==> config.mk <==
export PLATFORM = sky130hd
export DESIGN_NAME = apb_slave_regfile
export DESIGN_NICKNAME = d
export VERILOG_FILES = /design/src/rtl/apb_slv_pkg.sv /design/src/rtl/apb_slv_regbank.sv /design/src/rtl/apb_slave_regfile.sv
export SDC_FILE = /design/constraint.sdc
export NUM_CORES = 1
export LEC_CHECK = 0
export ABC_AREA = 1
export CAP_MARGIN = 5
export CORE_MARGIN = 2
export CORE_UTILIZATION = 37
export DETAILED_ROUTE_END_ITERATION = 12
export PLACE_DENSITY = 0.65
export SETUP_SLACK_MARGIN = 0.5
export SYNTH_ARGS = -nofsm -noshare
export SYNTH_HDL_FRONTEND = slang
export SYNTH_SLANG_ARGS = --single-unit
==> constraint.sdc <==
create_clock -name i_clk_apb -period 51.4 [get_ports i_clk_apb]
set_clock_uncertainty 0.1 [all_clocks]
set_input_delay 5.14 -clock i_clk_apb [delete_from_list [all_inputs] [get_ports i_clk_apb]]
set_output_delay 5.14 -clock i_clk_apb [all_outputs]
set_load 0.02 [all_outputs]
==> src/rtl/apb_slv_pkg.sv <==
// apb_slv_pkg: shared types, constants and address decode for apb_slave_regfile.
//   apb_slv_state_t : slave FSM state encoding
//   WAIT_CNT_W      : width of the wait-state counter (wait_states 0..15)
//   apb_slv_decode  : byte address -> register index + error flag
package apb_slv_pkg;

   typedef enum logic {
      IDLE   = 1'b0,
      ACCESS = 1'b1
   } apb_slv_state_t;

   localparam int unsigned WAIT_CNT_W = 4;
   localparam int unsigned DEC_IDX_W  = 8;   // enough for num_regs up to 256

   typedef struct packed {
      logic                 err;
      logic [DEC_IDX_W-1:0] idx;
   } apb_slv_dec_t;

   // Word index from addr[..:2]; error on misalignment or beyond the bank.
   function automatic apb_slv_dec_t apb_slv_decode(input logic [63:0] addr,
                                                   input int unsigned nregs);
      apb_slv_dec_t d;
      d.idx = DEC_IDX_W'((addr >> 2) & 64'(nregs - 1));
      d.err = (addr[1:0] != 2'b00) || (addr >= (64'(nregs) << 2));
      return d;
   endfunction

endpackage

==> src/rtl/apb_slv_regbank.sv <==
// apb_slv_regbank: register array for apb_slave_regfile.
//   i_clk_apb, i_rst_apb : clock, async active-high reset (clears all registers)
//   i_we, i_widx, i_wdata : write port
//   i_ridx, o_rdata       : read mux
//   o_regs                : all registers flattened, reg k at [k*data_width +: data_width]
module apb_slv_regbank #(
   parameter int unsigned data_width = 32,
   parameter int unsigned num_regs   = 16,
   parameter int unsigned idx_w      = $clog2(num_regs)
) (
   input  logic                           i_clk_apb,
   input  logic                           i_rst_apb,
   input  logic                           i_we,
   input  logic [idx_w-1:0]               i_widx,
   input  logic [data_width-1:0]          i_wdata,
   input  logic [idx_w-1:0]               i_ridx,
   output logic [data_width-1:0]          o_rdata,
   output logic [num_regs*data_width-1:0] o_regs
);

   logic [data_width-1:0] regs_q [num_regs];

   // Storage with single write port.
   always_ff @(posedge i_clk_apb or posedge i_rst_apb) begin
      if (i_rst_apb) begin
         for (int unsigned k = 0; k < num_regs; k++) regs_q[k] <= '0;
      end else if (i_we) begin
         regs_q[i_widx] <= i_wdata;
      end
   end

   assign o_rdata = regs_q[i_ridx];

   // Flatten for downstream consumers.
   for (genvar g = 0; g < num_regs; g++) begin : g_flat
      assign o_regs[g*data_width +: data_width] = regs_q[g];
   end

endmodule

==> src/rtl/apb_slave_regfile.sv <==
// apb_slave_regfile: APB slave terminating word transfers into a register bank.
//   i_clk_apb, i_rst_apb     : clock, async active-high reset
//   i_psel, i_penable        : APB select / access phase
//   i_pwrite, i_paddr, i_pwdata : transfer direction, byte address, write data
//   o_prdata, o_pready, o_pslverr : response, all zero unless o_pready=1
//   o_regs                   : flattened register contents
// Optional build macro APB_SLV_WRITE_LOCK_EN: register 0 bit 0 locks writes to
// all other registers; only bit 0 of register 0 is stored.
module apb_slave_regfile
   import apb_slv_pkg::*;
#(
   parameter int unsigned addr_width  = 32,
   parameter int unsigned data_width  = 32,
   parameter int unsigned num_regs    = 16,
   parameter int unsigned wait_states = 0
) (
   input  logic                           i_clk_apb,
   input  logic                           i_rst_apb,
   input  logic                           i_psel,
   input  logic                           i_penable,
   input  logic                           i_pwrite,
   input  logic [addr_width-1:0]          i_paddr,
   input  logic [data_width-1:0]          i_pwdata,
   output logic [data_width-1:0]          o_prdata,
   output logic                           o_pready,
   output logic                           o_pslverr,
   output logic [num_regs*data_width-1:0] o_regs
);

   localparam int unsigned IDX_W = $clog2(num_regs);

   apb_slv_state_t        state_q, state_d;
   logic [WAIT_CNT_W-1:0] cnt_q, cnt_d;
   logic [addr_width-1:0] paddr_q, paddr_d;
   logic                  pwrite_q, pwrite_d;
   logic [data_width-1:0] pwdata_q, pwdata_d;
   logic                  done_c;
   apb_slv_dec_t          dec_c;
   logic [IDX_W-1:0]      idx_c;
   logic                  lock_blk_c;
   logic                  err_c;
   logic                  we_c;
   logic [data_width-1:0] wr_data_c;
   logic [data_width-1:0] rdata_c;

   // State, wait counter and latched setup-phase fields.
   always_ff @(posedge i_clk_apb or posedge i_rst_apb) begin
      if (i_rst_apb) begin
         state_q  <= IDLE;
         cnt_q    <= '0;
         paddr_q  <= '0;
         pwrite_q <= 1'b0;
         pwdata_q <= '0;
      end else begin
         state_q  <= state_d;
         cnt_q    <= cnt_d;
         paddr_q  <= paddr_d;
         pwrite_q <= pwrite_d;
         pwdata_q <= pwdata_d;
      end
   end

   // Next state; done_c marks the completing ACCESS cycle.
   always_comb begin
      state_d  = state_q;
      cnt_d    = cnt_q;
      paddr_d  = paddr_q;
      pwrite_d = pwrite_q;
      pwdata_d = pwdata_q;
      done_c   = 1'b0;
      case (state_q)
         IDLE: begin
            if (i_psel && !i_penable) begin
               paddr_d  = i_paddr;
               pwrite_d = i_pwrite;
               pwdata_d = i_pwdata;
               cnt_d    = WAIT_CNT_W'(wait_states);
               state_d  = ACCESS;
            end
         end
         ACCESS: begin
            if (!i_psel) begin
               state_d = IDLE;          // abort: no write, no response
            end else if (i_penable) begin
               if (cnt_q != '0) begin
                  cnt_d = cnt_q - WAIT_CNT_W'(1);
               end else begin
                  done_c  = 1'b1;
                  state_d = IDLE;
               end
            end
         end
      endcase
   end

   assign dec_c = apb_slv_decode(64'(paddr_q), num_regs);
   assign idx_c = IDX_W'(dec_c.idx);

`ifdef APB_SLV_WRITE_LOCK_EN
   // Register 0 holds only the lock bit; it blocks writes to every other index.
   assign lock_blk_c = o_regs[0] && (idx_c != '0);
   assign wr_data_c  = (idx_c == '0) ? data_width'(pwdata_q[0]) : pwdata_q;
`else
   assign lock_blk_c = 1'b0;
   assign wr_data_c  = pwdata_q;
`endif

   assign err_c     = dec_c.err || (pwrite_q && lock_blk_c);
   assign we_c      = done_c && pwrite_q && !err_c;
   assign o_pready  = done_c;
   assign o_pslverr = done_c && err_c;
   assign o_prdata  = (done_c && !pwrite_q && !dec_c.err) ? rdata_c : '0;

   apb_slv_regbank #(
      .data_width (data_width),
      .num_regs   (num_regs)
   ) u_regbank (
      .i_clk_apb (i_clk_apb),
      .i_rst_apb (i_rst_apb),
      .i_we      (we_c),
      .i_widx    (idx_c),
      .i_wdata   (wr_data_c),
      .i_ridx    (idx_c),
      .o_rdata   (rdata_c),
      .o_regs    (o_regs)
   );

endmodule

==> results.sh <==
export IMPL_dr_pass1_iters=6
export IMPL_intPower_uw=837
export IMPL_power_switching_uw=495
export IMPL_critPathLaunch="i_penable"
export IMPL_worst_pin_slew_ns=1.26
export IMPL_ctsHoldBuffers=0
export IMPL_relSlewSlack=0.157
export IMPL_io_pins=615
export IMPL_start_util=0.373
export IMPL_power_density_nw_per_um2=33.3
export IMPL_cts_buffer_depth=3
export IMPL_r2r_end="u_regbank.o_regs[424]"
export IMPL_rr_worst_depth=7
export IMPL_r2r_start="paddr_q[2]"
export IMPL_power_frac_seq=0.402
export IMPL_synth_net_count=4516
export IMPL_setup_viol=0
export IMPL_hold_violations=0
export IMPL_worst_slack_ns=38.54
export IMPL_avgSynthCellArea_sq_um=7.00
export IMPL_ys_seq_area_frac=0.468
export IMPL_fin_area_sq_um=40000
export IMPL_cts_sinks=582
export IMPL_vias=32200
export IMPL_nFillCells=8269
export IMPL_drive_gt1_frac=0.0561
export IMPL_final_period_utilization=0.250
export IMPL_worst_path_max_fanout=30
export IMPL_grt_ovfl_total=0
export IMPL_drt_initial_drc_count=3897
export IMPL_leakagePower_nw=20.4
export IMPL_avgViaCountPerCell=5.42
export IMPL_rsz0062_at_grt="no"
export IMPL_finalSetupTns_ns=0
export IMPL_maxSlewViolCount=0
export IMPL_root_buffer="clkbuf_16"
export IMPL_path_clk_slew_ns=0.06
export IMPL_dieArea_sq_um=86400
export IMPL_final_nets=4876
export IMPL_path_class="input pin to output port"
export IMPL_pwr_share_comb=0.222
export IMPL_tritoncts="done"
export IMPL_cts_buffers=69
export IMPL_post_route_util=0.480
export IMPL_clk_latency_ns=0.64
export IMPL_area_delta_synth_final_pct=28.6
export IMPL_holdWs_ns=0.396
export IMPL_fmax_mhz=77.7
export IMPL_regToRegSetupSlack_ns=45.96
export IMPL_fin_crit_ns=12.86
export IMPL_ys_types=22
export IMPL_die_w_um=294
export IMPL_swShare=0.372
export IMPL_core_area_sq_um=83400
export IMPL_avgRoutedWirePerCell_um=23.4
export IMPL_ant_nets=0
export IMPL_syn_area_sq_um=31100
export IMPL_clkPwrFrac=0.376
export IMPL_postCtsSetupBuffers=0
export IMPL_rows=106
export IMPL_ys_ff_latch=582
export IMPL_drv_cap=0
export IMPL_status="finished clean"
export IMPL_antenna_found_initial=1
export IMPL_die_y_um=294
export IMPL_dpl_instance_area_sq_um=37700
export IMPL_io_buffers=614
export IMPL_synthesis_instances=4446
export IMPL_yosysWarnings=0
export IMPL_hp_class="flop to flop"
export IMPL_worstSetupStartpointType="input pin"
export IMPL_dpl_worst_slack_ns=38.52
export IMPL_worstPathArrival_ns=7.62
export IMPL_place_congestion=0.928
export IMPL_grt_use_total=0.313
export IMPL_wirelength_mm=139
export IMPL_grt_max_degree=160
export IMPL_grt_pass1_vias=29600
export IMPL_cp_end_kind="output port"
export IMPL_htree_levels=3
export IMPL_endpoint="o_prdata[10]"
export IMPL_ctsResizeCount=0
export IMPL_ir_drop_mv=0.0248
export IMPL_cp_required_ns=46.16
export IMPL_dp_hpwl_mm=89.5
export IMPL_drc=0
export IMPL_grt_pass1_wl_mm=202
[worst min-delay path by stage]
stage                                from  slack [ns]  cells after the start               endpoint
floorplan                     paddr_q[10]        0.38                      1            paddr_q[10]
global placement    u_regbank.o_regs[495]        0.38                      2  u_regbank.o_regs[495]
detailed placement  u_regbank.o_regs[322]        0.38                      2  u_regbank.o_regs[322]
CTS                 u_regbank.o_regs[322]        0.39                      2  u_regbank.o_regs[322]
global route        u_regbank.o_regs[426]        0.41                      2  u_regbank.o_regs[426]
finish              u_regbank.o_regs[322]        0.40                      2  u_regbank.o_regs[322]
[flip-flops by register name (all words and copies together) (netlist names)]
signal,flops
pwrite_q,1
u_regbank.o_regs,512
paddr_q,32
cnt_q,4
pwdata_q,32
state_q,1
[cells in the mapped netlist]
| master | count | area, sq um |
|---|---|---|
| buf_2 | 100 | 500 |
| buf_4 | 8 | 60.1 |
| o22ai_1 | 1 | 6.26 |
| dfrtp_1 | 582 | 14600 |
| inv_1 | 444 | 1670 |
| nand2_1 | 2142 | 8040 |
| and2_1 | 1 | 6.26 |
| a21oi_1 | 8 | 40.0 |
| clkbuf_1 | 235 | 882 |
| buf_1 | 35 | 131 |
| nand3_1 | 31 | 155 |
| nor2_4 | 2 | 22.5 |
| nor2_2 | 3 | 18.8 |
| ha_1 | 1 | 12.5 |
| nand4_1 | 516 | 3230 |
| mux2_2 | 60 | 676 |
| nand2_2 | 1 | 6.26 |
| inv_2 | 8 | 30.0 |
| nor2_1 | 232 | 871 |
| nand3_2 | 1 | 10.0 |
| xor2_1 | 1 | 8.76 |
| o21ai_0 | 34 | 170 |
[kinds of logic after synthesis]
family,after synthesis,synth area share
simple gates,2929,0.397
buf+inv,830,0.105
fa+ha+maj,1,0.000402
flops,582,0.468
compound gates,43,0.00696
mux,60,0.0217
xor+xnor,1,0.000282
[layer usage]
layer  vias up  track usage  share of wire
met2      1844        0.450           0.42
met4         0        0.144          0.050
li1      14600            -              -
met5         -            0              0
met3       309       0.0739           0.11
met1     15500        0.445           0.42
[through the flow]
step | power, mW | std cells
2_1_floorplan | 0.697 | 4446
3_3_place_gp | 0.824 | 5815
3_5_place_dp | 0.827 | 5815
4_1_cts | 1.33 | 5942
5_1_grt | 1.38 | 5943
6_report | 1.33 | 5944
[final cells by class]
| type | instances | area [sq um] | share of cell area |
|---|---|---|---|
| multi-input combinational | 3034 | 13500 | 0.337 |
| clock buffer | 104 | 2020 | 0.0505 |
| sequential | 582 | 14600 | 0.364 |
| clock inverter | 23 | 289 | 0.00722 |
| tap | 1080 | 1350 | 0.0338 |
| timing repair buffer | 667 | 6560 | 0.164 |
| inverter | 452 | 1710 | 0.0428 |
| antenna | 2 | 5.00 | 0.000125 |
[worst max-delay path, cell delays in order]
cell,delay (ns)
clkdlybuf4s50_1,0.52
nand2_1,0.08
nor2_2,0.15
nand3_2,0.13
inv_1,0.11
nand3_2,0.27
buf_4,0.44
nor2_1,0.17
clkdlybuf4s50_1,0.61
[power by group through the flow]
stage / registers [mW] / clock network [mW] / logic [mW]
2_1_floorplan: 0.485 / 0 / 0.212
3_3_place_gp: 0.538 / 0 / 0.286
3_5_place_dp: 0.539 / 0 / 0.288
4_1_cts: 0.530 / 0.506 / 0.289
5_1_grt: 0.535 / 0.524 / 0.323
6_report: 0.536 / 0.501 / 0.295
[placed cells by master (no fill, tap or decap), types with 4 or more instances in the layout]
master	synthesis	final
clkbuf_8	0	14
buf_4	8	52
inv_1	444	443
o21ai_0	34	34
clkbuf_16	0	70
clkdlybuf4s50_1	0	614
inv_2	8	6
clkinv_2	0	13
nor2_1	232	215
nand3_2	1	17
a21oi_1	8	8
nand3_1	31	15
nand2_1	2142	2140
clkinv_16	0	4
nor2_4	2	21
clkbuf_1	235	20
dfrtp_1	582	580
mux2_2	60	60
nand4_1	516	516
Power figures use the tool's default switching activity.
